`src/rtl/kws_param_loader_pkg.sv`:
```
// kws_pkg: shared constants, types and helpers for the keyword-spotting
// parameter loader.
//   - stream/write widths and the eight segment lengths
//   - layer and kind ids, the write-beat payload struct, the FSM state enum
//   - seg_len(): (layer, kind) -> payload length in bytes
package kws_pkg;

  localparam int unsigned ACTIV_BITS  = 8;
  localparam int unsigned ADDR_W      = 16;

  localparam int unsigned CONV1_W_LEN = 72;
  localparam int unsigned CONV1_B_LEN = 8;
  localparam int unsigned CONV2_W_LEN = 72;
  localparam int unsigned CONV2_B_LEN = 8;
  localparam int unsigned FC1_W_LEN   = 40960;
  localparam int unsigned FC1_B_LEN   = 64;
  localparam int unsigned FC2_W_LEN   = 640;
  localparam int unsigned FC2_B_LEN   = 10;

  localparam logic [1:0] LAYER_CONV1 = 2'd0;
  localparam logic [1:0] LAYER_CONV2 = 2'd1;
  localparam logic [1:0] LAYER_FC1   = 2'd2;
  localparam logic [1:0] LAYER_FC2   = 2'd3;

  localparam logic KIND_W = 1'b0;
  localparam logic KIND_B = 1'b1;

  typedef enum logic [2:0] {
    HDR     = 3'd0,
    PAYLOAD = 3'd1,
    FLUSH   = 3'd2,
    STROBE  = 3'd3,
    ERROR   = 3'd4
  } state_e;

  // One write to the per-layer parameter storage.
  typedef struct packed {
    logic [1:0]            layer;
    logic                  kind;
    logic [ADDR_W-1:0]     addr;
    logic [ACTIV_BITS-1:0] data;
  } wr_beat_t;

  function automatic logic [ADDR_W-1:0] seg_len(input logic [1:0] layer,
                                                 input logic       kind);
    logic [ADDR_W-1:0] len;
    case ({layer, kind})
      {LAYER_CONV1, KIND_W}: len = ADDR_W'(CONV1_W_LEN);
      {LAYER_CONV1, KIND_B}: len = ADDR_W'(CONV1_B_LEN);
      {LAYER_CONV2, KIND_W}: len = ADDR_W'(CONV2_W_LEN);
      {LAYER_CONV2, KIND_B}: len = ADDR_W'(CONV2_B_LEN);
      {LAYER_FC1,   KIND_W}: len = ADDR_W'(FC1_W_LEN);
      {LAYER_FC1,   KIND_B}: len = ADDR_W'(FC1_B_LEN);
      {LAYER_FC2,   KIND_W}: len = ADDR_W'(FC2_W_LEN);
      default:               len = ADDR_W'(FC2_B_LEN);
    endcase
    return len;
  endfunction

  // A length must be non-zero and its last index must fit the address counter.
  function automatic bit len_fits(input int unsigned len);
    return (len > 0) && (64'(len) < (64'(1) << ADDR_W));
  endfunction

  function automatic bit lens_valid();
    return (ACTIV_BITS == 8) &&
           len_fits(CONV1_W_LEN) && len_fits(CONV1_B_LEN) &&
           len_fits(CONV2_W_LEN) && len_fits(CONV2_B_LEN) &&
           len_fits(FC1_W_LEN)   && len_fits(FC1_B_LEN)   &&
           len_fits(FC2_W_LEN)   && len_fits(FC2_B_LEN);
  endfunction

endpackage

```
`src/rtl/kws_param_loader_if.sv`:
```
// Parameter byte stream (valid/ready).
//   master: source side (drives s_data/s_valid, sees s_ready)
//   slave : loader side (sees s_data/s_valid, drives s_ready)
interface kws_param_loader_if;
  import kws_pkg::*;

  logic [ACTIV_BITS-1:0] s_data;
  logic                  s_valid;
  logic                  s_ready;

  modport master (output s_data, output s_valid, input s_ready);
  modport slave  (input s_data, input s_valid, output s_ready);
endinterface

```
`src/rtl/kws_param_loader.sv`:
```
// kws_param_loader: splits a parameter byte stream into header-tagged
// segments, writes each payload byte to per-layer storage and pulses the
// matching per-layer load strobe when a segment completes.
// Ports:
//   clk, rst            clock, synchronous active-high reset
//   s                   parameter byte stream (slave)
//   clear               synchronous abort, clears loaded mask and err
//   wr_en/layer/kind/addr/data   registered storage write port
//   load_weights/load_biases     one-hot per-layer load pulses
//   loaded, params_ready, err    sticky status
module kws_param_loader
  import kws_pkg::*;
(
  input  logic                  clk,
  input  logic                  rst,
  kws_param_loader_if.slave     s,
  input  logic                  clear,
  output logic                  wr_en,
  output logic [1:0]            wr_layer,
  output logic                  wr_kind,
  output logic [ADDR_W-1:0]     wr_addr,
  output logic [ACTIV_BITS-1:0] wr_data,
  output logic [3:0]            load_weights,
  output logic [3:0]            load_biases,
  output logic [7:0]            loaded,
  output logic                  params_ready,
  output logic                  err
);

  if (!lens_valid()) begin : g_bad_cfg
    $error("kws_param_loader: segment length zero or beyond ADDR_W, or ACTIV_BITS != 8");
  end

  state_e            state_q, state_d;
  logic [ADDR_W-1:0] cnt_q, cnt_d;
  logic [1:0]        layer_q, layer_d;
  logic              kind_q, kind_d;
  wr_beat_t          beat_q, beat_d;
  logic              wr_en_q, wr_en_d;
  logic [3:0]        ldw_q, ldw_d;
  logic [3:0]        ldb_q, ldb_d;
  logic [7:0]        loaded_q, loaded_d;
  logic              ready_q;
  logic              err_q, err_d;

  logic accept;
  logic hdr_ok;
  logic last_byte;

  // clear and rst gate the handshake immediately so nothing is consumed.
  assign s.s_ready = ((state_q == HDR) || (state_q == PAYLOAD)) && !clear && !rst;
  assign accept    = s.s_valid && s.s_ready;
  assign hdr_ok    = (s.s_data[7:3] == 5'd0);
  assign last_byte = (cnt_q == (seg_len(layer_q, kind_q) - ADDR_W'(1)));

  // Next-state and registered-output logic.
  always_comb begin
    state_d  = state_q;
    cnt_d    = cnt_q;
    layer_d  = layer_q;
    kind_d   = kind_q;
    beat_d   = beat_q;
    wr_en_d  = 1'b0;
    ldw_d    = 4'b0;
    ldb_d    = 4'b0;
    loaded_d = loaded_q;
    err_d    = err_q;

    if (clear) begin
      // Abort: in-flight write/pulse is dropped by the zero defaults above.
      state_d  = HDR;
      cnt_d    = '0;
      loaded_d = 8'h00;
      err_d    = 1'b0;
    end else begin
      case (state_q)
        HDR: begin
          if (accept) begin
            if (hdr_ok) begin
              layer_d = s.s_data[2:1];
              kind_d  = s.s_data[0];
              cnt_d   = '0;
              state_d = PAYLOAD;
            end else begin
              err_d   = 1'b1;
              state_d = ERROR;
            end
          end
        end
        PAYLOAD: begin
          if (accept) begin
            wr_en_d = 1'b1;
            beat_d  = '{layer: layer_q, kind: kind_q, addr: cnt_q, data: s.s_data};
            if (last_byte) state_d = FLUSH;
            else           cnt_d   = cnt_q + ADDR_W'(1);
          end
        end
        FLUSH: begin
          if (kind_q == KIND_W) ldw_d[layer_q] = 1'b1;
          else                  ldb_d[layer_q] = 1'b1;
          state_d = STROBE;
        end
        STROBE: begin
          loaded_d[{layer_q, kind_q}] = 1'b1;
          state_d = HDR;
        end
        ERROR:   state_d = ERROR;
        default: state_d = HDR;
      endcase
    end
  end

  // State and output registers.
  always_ff @(posedge clk) begin
    if (rst) begin
      state_q  <= HDR;
      cnt_q    <= '0;
      layer_q  <= '0;
      kind_q   <= 1'b0;
      beat_q   <= '0;
      wr_en_q  <= 1'b0;
      ldw_q    <= 4'b0;
      ldb_q    <= 4'b0;
      loaded_q <= 8'h00;
      ready_q  <= 1'b0;
      err_q    <= 1'b0;
    end else begin
      state_q  <= state_d;
      cnt_q    <= cnt_d;
      layer_q  <= layer_d;
      kind_q   <= kind_d;
      beat_q   <= beat_d;
      wr_en_q  <= wr_en_d;
      ldw_q    <= ldw_d;
      ldb_q    <= ldb_d;
      loaded_q <= loaded_d;
      ready_q  <= &loaded_d;
      err_q    <= err_d;
    end
  end

  assign wr_en        = wr_en_q;
  assign wr_layer     = beat_q.layer;
  assign wr_kind      = beat_q.kind;
  assign wr_addr      = beat_q.addr;
  assign wr_data      = beat_q.data;
  assign load_weights = ldw_q;
  assign load_biases  = ldb_q;
  assign loaded       = loaded_q;
  assign params_ready = ready_q;
  assign err          = err_q;

endmodule

```
`src/flat_wrapper.sv`:
```
// flat-port wrapper written by rule: the top's interface ports become plain ports
module kws_param_loader_flat import kws_pkg::*;
  (clk, rst, clear, wr_en, wr_layer, wr_kind, wr_addr, wr_data, load_weights, load_biases, loaded, params_ready, err, s_s_data, s_s_valid, s_s_ready);
  kws_param_loader_if s_i ();
  input  logic clk;
  input  logic rst;
  input  logic clear;
  output logic wr_en;
  output logic [1:0] wr_layer;
  output logic wr_kind;
  output logic [ADDR_W-1:0] wr_addr;
  output logic [ACTIV_BITS-1:0] wr_data;
  output logic [3:0] load_weights;
  output logic [3:0] load_biases;
  output logic [7:0] loaded;
  output logic params_ready;
  output logic err;
  input wire logic [$bits(s_i.s_data)-1:0] s_s_data;
  input wire logic [$bits(s_i.s_valid)-1:0] s_s_valid;
  output wire logic [$bits(s_i.s_ready)-1:0] s_s_ready;
  assign s_i.s_data = s_s_data;
  assign s_i.s_valid = s_s_valid;
  assign s_s_ready = s_i.s_ready;
  kws_param_loader u_core (.clk(clk), .rst(rst), .s(s_i), .clear(clear), .wr_en(wr_en), .wr_layer(wr_layer), .wr_kind(wr_kind), .wr_addr(wr_addr), .wr_data(wr_data), .load_weights(load_weights), .load_biases(load_biases), .loaded(loaded), .params_ready(params_ready), .err(err));
endmodule
```
`config.mk`:
```
export PLATFORM = sky130hd
export DESIGN_NAME = kws_param_loader_flat
export DESIGN_NICKNAME = d
export VERILOG_FILES = /design/src/rtl/kws_param_loader_pkg.sv /design/src/rtl/kws_param_loader_if.sv /design/src/rtl/kws_param_loader.sv /design/src/flat_wrapper.sv
export SDC_FILE = /design/constraint.sdc
export NUM_CORES = 1
export LEC_CHECK = 0
export BUFFER_PORTS_ARGS = -buffer_cell sky130_fd_sc_hd__clkbuf_2
export CAP_MARGIN = 20
export CORE_MARGIN = 2
export CORE_UTILIZATION = 49
export CTS_CLUSTER_SIZE = 8
export DETAILED_ROUTE_END_ITERATION = 10
export PLACE_DENSITY = 0.87
export SYNTH_ARGS = -nofsm -noshare
export SYNTH_HDL_FRONTEND = slang
export SYNTH_SLANG_ARGS = --single-unit
```
`constraint.sdc`:
```
create_clock -name clk -period 2.7 [get_ports clk]
set_clock_uncertainty 0.2 [all_clocks]
set_input_delay 0.27 -clock clk [delete_from_list [all_inputs] [get_ports clk]]
set_output_delay 0.27 -clock clk [all_outputs]
set_load 0.05 [all_outputs]
```
==> results of run 1 <==
## cells by family (layout without fill, tap and decap cells)
kind of cell	count (synthesis)	in the layout	synth area share
fa+ha+maj	2	2	0.008477
flops	68	68	0.4612
buf+inv	29	100	0.04324
simple gates	153	153	0.2569
compound gates	77	77	0.1814
xor+xnor	5	5	0.01484
mux	10	10	0.03391
## report_power, final
part           leakage [nW]  switching [mW]  internal (mW)
sequential            0.548         0.00263           1.00
combinational         0.774          0.0418         0.0261
clock                 0.117           0.373          0.611
## worst max-delay path, delay by kind of cell
family          cells  cell delay, ps
buf+inv             3             860
simple gates        2             550
compound gates      4             970
## metal layers
metal	share of wire	wire, microns
met1	0.41	2979
met2	0.50	3684
met3	0.069	505
met4	0.022	163
met5	0	0
## path summary, 6_finish.rpt
kind / from / endpoint / slack [ps] / cells after the start
worst min-delay path: clear / u_core.params_ready / 40 / 4
worst min register to register: u_core.wr_addr[5] / u_core.wr_addr[5] / 260 / 2
worst max-delay path: s_s_data[4] / u_core.cnt_q[14] / 100 / 9
worst max register to register: u_core.layer_q[1] / u_core.cnt_q[6] / 200 / 9
## stage by stage
step,cell area [sq um],hold WS (ps)
floorplan,2952,206.0
global placement,3309,243.2
detailed placement,3309,249.5
CTS,3621,17.11
global route,3640,39.21
finish,3640,36.08
## final cells by class
cell class | count | share of cell area
tap | 75 | 0.02578
clock inverter | 5 | 0.02750
sequential | 68 | 0.3740
inverter | 7 | 0.007219
clock buffer | 11 | 0.03609
multi-input combinational | 247 | 0.4049
timing repair buffer | 77 | 0.1244
## state kept, by name, indices dropped and copies added (netlist names), 2 cells and up
register             flops
u_core.wr_data           8
u_core.state_q           3
u_core.layer_q           2
u_core.wr_addr          16
u_core.load_weights      4
u_core.load_biases       4
u_core.wr_layer          2
u_core.loaded            8
u_core.cnt_q            16
## synth_stat cells, types with 3 or more instances
cell	number	area (sq um)
a2111o_1	4	45.04
clkbuf_1	16	60.06
and3_1	4	25.02
a21oi_1	38	190.2
a21oi_2	3	26.28
mux2i_1	10	100.1
nand2b_1	6	37.54
nand3_1	7	35.03
nor3b_1	3	22.52
nor3_1	5	25.02
dfxtp_1	68	1361
buf_2	3	15.01
and2_1	3	18.77
nor2_1	25	93.84
o21ai_1	3	15.01
inv_1	7	26.28
nor2b_1	4	25.02
nor4_1	4	25.02
a31oi_1	6	37.54
xor2_1	3	26.28
nand2_1	72	270.3
and4_1	3	26.28
nand4_1	6	37.54
## timing repair
item,in CTS,in global routing
hold buffers,8,0
hold endpoints to repair,10,0
resized for setup,0,2
setup endpoints to repair,0,14
==> flow_summary.yaml, run 1 <==
cts:
  cts.htree.levels: 3
  clock-sinks: 68
  numCtsBuffers: 9
  cts_buffer_depth: 2
  cts_setup_buffers: 0
  cts_root_buffer: "clkbuf_8"
  clock_latency_ps: 340
  cts.clk_slew.worst_paths_ps: 70
  cts_tree: "built"
logic_synthesis:
  synth_edf_count: 0
  synthCells: 344
  synth_cell_type_count: 60
  syn_avg_cell_area_sq_um: 8.580
  yosys_most_used_dff: "dfxtp_1"
  synth_area_sq_um: 2952
  syn_nets: 358
  ys_seq_area_frac: 0.4612
  ys_warn_count: 0
  async_flop_share: 0
  ys_seq_elements: 68
grt:
  grt_pass1_wl_mm: 11.67
  antenna_found_initial: 0
  grt.met3_usage: 0.07033
  grtUsageMet1: 0.2705
  globalRoute.busiestLayer: "met2"
  first_global_vias: 2555
  grtUsageMet2: 0.3918
  grt_max_degree: 32
  grt_use_total: 0.2298
  gr-total-overflow: 0
outcome:
  status: "finished clean"
timing:
  slew-limit-headroom: 0.6624
  fmax_ghz: 0.3853
  fin_crit_sh: 0.9613
  tightest_slew_ps: 506.5
  setup_viol: 0
  finalWorstSetupSlack_ps: 104.5
  rsz0062_at_grt: "yes"
  maxSlewViolCount: 0
  hold_violations: 0
  post-route-min-period_ps: 2596
  setup_tns_ps: 0
final_layout:
  diodes: 0
  layout.cells.most_common_list: "nand2_1 (72), dfxtp_1 (68), clkbuf_2 (58)"
  final_common_cell: "nand2_1"
  seqCellArea_sq_um: 1361
  final_util: 0.6184
  fin_nets: 424
  area_growth_pct: 23.31
  fill_cells: 482
  instances_no_fill: 490
  drive_above_1_share: 0.2361
  multi_input_area_sq_um: 1474
placement:
  place_ws_ps: 60.16
  io_buffers: 58
  gp_congestion: 0.8529
  dp_cells: 465
  place_hpwl_mm: 4.923
detailed_routing:
  wirelength_mm: 7.332
  drc_errors: 0
  ant_nets: 0
  first_pass_iters: 4
  drt-wirelength-per-cell_microns: 14.96
  drtIter0Drc: 203
  vias_per_cell: 5.655
  vias: 2771
floorplan:
  start_util: 0.5015
  die_h_microns: 81.61
  rows: 28
  dieArea_sq_um: 6660
  core_area_sq_um: 5886
  boundaryPins: 59
  die_x_microns: 81.61
critical_path:
  crit_required_ps: 2780
  cp-end-kind: "flip-flop"
  worstPathMaxFanout: 14
  slowest_stage: "dlygate4sd3_1"
  cp.arrival_ps: 2670
  path_cells: "dlygate4sd3_1, clkbuf_2, nor4_2, buf_4, and2b_1, o211ai_2, a21o_4, a2111o_1, a21oi_1"
  cp-start-kind: "input pin"
  crit_type: "in -> reg"
  max_stage_delay_ps: 550
pwr:
  cellPowerDensity_nw_per_um2: 565.5
  peakVddDrop_mv: 0.5390
  power_mw: 2.058
  leakagePower_nw: 1.439
job:
  cap_violations: 0
hold_path:
  min_path_type: "in -> reg"
Note: power is estimated with default switching activity, not from simulation.
==> run 2, diff against run 1 <==
Settings changed: CORE_MARGIN 2 to unset, CTS_CLUSTER_DIAMETER set to 40.
==> flow_summary.yaml, run 2 (synthesized netlist as in run 1, its figures left out) <==
outcome:
  status: "finished clean"
timing:
  hold_slack_ps: 45.67
  slew-limit-headroom: 0.4771
  setup_viol: 0
  post-route-min-period_ps: 2589
  rsz0062_at_grt: "no"
  tightest_slew_ps: 784.3
  maxSlewViolCount: 0
  finalWorstSetupSlack_ps: 111.3
  fin_crit_sh: 0.9588
  fmax_ghz: 0.3863
  setup_tns_ps: 0
  hold_violations: 0
critical_path:
  path_buf_inv: 1
  reg2reg_to: "u_core.cnt_q[14]"
  worstPathMaxFanout: 14
  slowest_stage: "a2111o_1"
  crit_required_ps: 2780
  crit_family: "compound AO/OA/AOI/OAI gates"
  ff2ff_path_depth: 7
  max_stage_delay_ps: 420
  cp-end-kind: "flip-flop"
  crit_type: "reg -> reg"
  path_cells: "buf_4, nor3b_2, mux2i_1, a2111oi_4, a21o_4, a2111o_1, a21oi_1"
  r2r-start: "u_core.layer_q[0]"
  cp-start-kind: "flip-flop"
  r2r_slack_ps: 110
  cp.arrival_ps: 2670
grt:
  antenna_found_initial: 0
  grt_pass1_wl_mm: 12.34
  grt_use_total: 0.2549
  grt_max_degree: 32
  first_global_vias: 2720
  gr-total-overflow: 0
placement:
  io_buffers: 58
  place_ws_ps: -6.569
  place_hpwl_mm: 5.048
  placed_area_sq_um: 3321
  gp_congestion: 0.8478
final_layout:
  diodes: 0
  area_growth_pct: 22.47
  fin_nets: 425
  drive_above_1_share: 0.2404
  layout.cells.most_common_list: "nand2_1 (72), dfxtp_1 (68), clkbuf_2 (58)"
  design_area_sq_um: 3615
  multi_input_area_sq_um: 1474
  seqCellArea_sq_um: 1361
  final_util: 0.6407
  fill_cells: 445
  final_common_cell: "nand2_1"
cts:
  cts_root_buffer: "clkbuf_8"
  cts_tree: "built"
  cts.clk_slew.worst_paths_ps: 70
  cts_buffer_depth: 2
  numCtsBuffers: 9
  clock-sinks: 68
  clock_latency_ps: 350
  cts.htree.levels: 3
detailed_routing:
  first_pass_iters: 5
  vias_per_cell: 5.754
  ant_nets: 0
  drc_errors: 0
  wirelength_mm: 7.608
  drtIter0Drc: 174
  vias: 2808
  drt-wirelength-per-cell_microns: 15.59
pwr:
  leakagePower_nw: 1.429
  peakVddDrop_mv: 0.3885
  cellPowerDensity_nw_per_um2: 532.0
floorplan:
  core_area_sq_um: 5642
  die_x_microns: 79.61
  boundaryPins: 59
  dieArea_sq_um: 6338
  die_h_microns: 79.61
  rows: 27
  start_util: 0.5232
hold_path:
  min_path_type: "in -> reg"
  holdPathStages: 4
  min_from: "clear"
  worstHoldEndpoint: "u_core.params_ready"
job:
  cap_violations: 0
==> run 2: worst min-delay path: cells and delay by family <==
| family | cells | cell delay, ps |
|---|---|---|
| buffers and inverters | 1 | 100 |
| AND/OR/NAND/NOR | 3 | 170 |
==> run 2: per-stage QoR <==
| step | instances | power, mW |
|---|---|---|
| 2_1_floorplan | 344 | 1.064 |
| 3_3_place_gp | 464 | 1.085 |
| 3_5_place_dp | 464 | 1.086 |
| 4_1_cts | 488 | 1.931 |
| 5_1_grt | 488 | 1.981 |
| 6_report | 488 | 1.923 |
==> run 2: cell type report <==
type | count | area share
multi-input combinational | 247 | 0.4078
clock buffer | 12 | 0.04292
timing repair buffer | 78 | 0.1274
sequential | 68 | 0.3766
inverter | 7 | 0.007269
clock inverter | 4 | 0.01315
tap | 72 | 0.02492
==> run 2: worst max-delay path by stage <==
| stage | startpoint | endpoint | slack, ps | depth (start not counted) |
|---|---|---|---|---|
| 5_1_grt | u_core.layer_q[1] | u_core.cnt_q[0] | 10 | 9 |
| 6_report | u_core.layer_q[0] | u_core.cnt_q[14] | 110 | 7 |
| 4_1_cts | s_s_data[4] | u_core.cnt_q[14] | 130 | 9 |
| 3_5_place_dp | u_core.layer_q[0] | u_core.cnt_q[14] | -7 | 7 |
| 2_1_floorplan | u_core.layer_q[0] | u_core.cnt_q[0] | 90 | 10 |
| 3_3_place_gp | u_core.layer_q[0] | u_core.cnt_q[14] | 50 | 7 |
==> run 2: where the power goes <==
group | switching, mW | leakage (nW) | total [mW] | internal, mW
logic | 0.0424 | 0.779 | 0.0685 | 0.0261
registers | 0.00272 | 0.548 | 1.01 | 1.00
clock network | 0.374 | 0.102 | 0.847 | 0.474
total | 0.419 | 1.43 | 1.92 | 1.50
==> run 2: metal layers <==
metal	part of all wire	wire [microns]	vias up	track usage
met5	0	0	-	0
met4	0.028	216	0	0.1382
met3	0.077	585	24	0.08686
met2	0.50	3833	122	0.4479
met1	0.39	2972	1316	0.2645
li1	-	-	1346	-
==> run 2: repair_timing <==
action,in CTS,in global routing
resized for setup,1,1
setup buffers,0,0
pin swaps,0,1
endpoints found under the setup margin,1,15
hold buffers,8,0
hold endpoints to repair,10,0
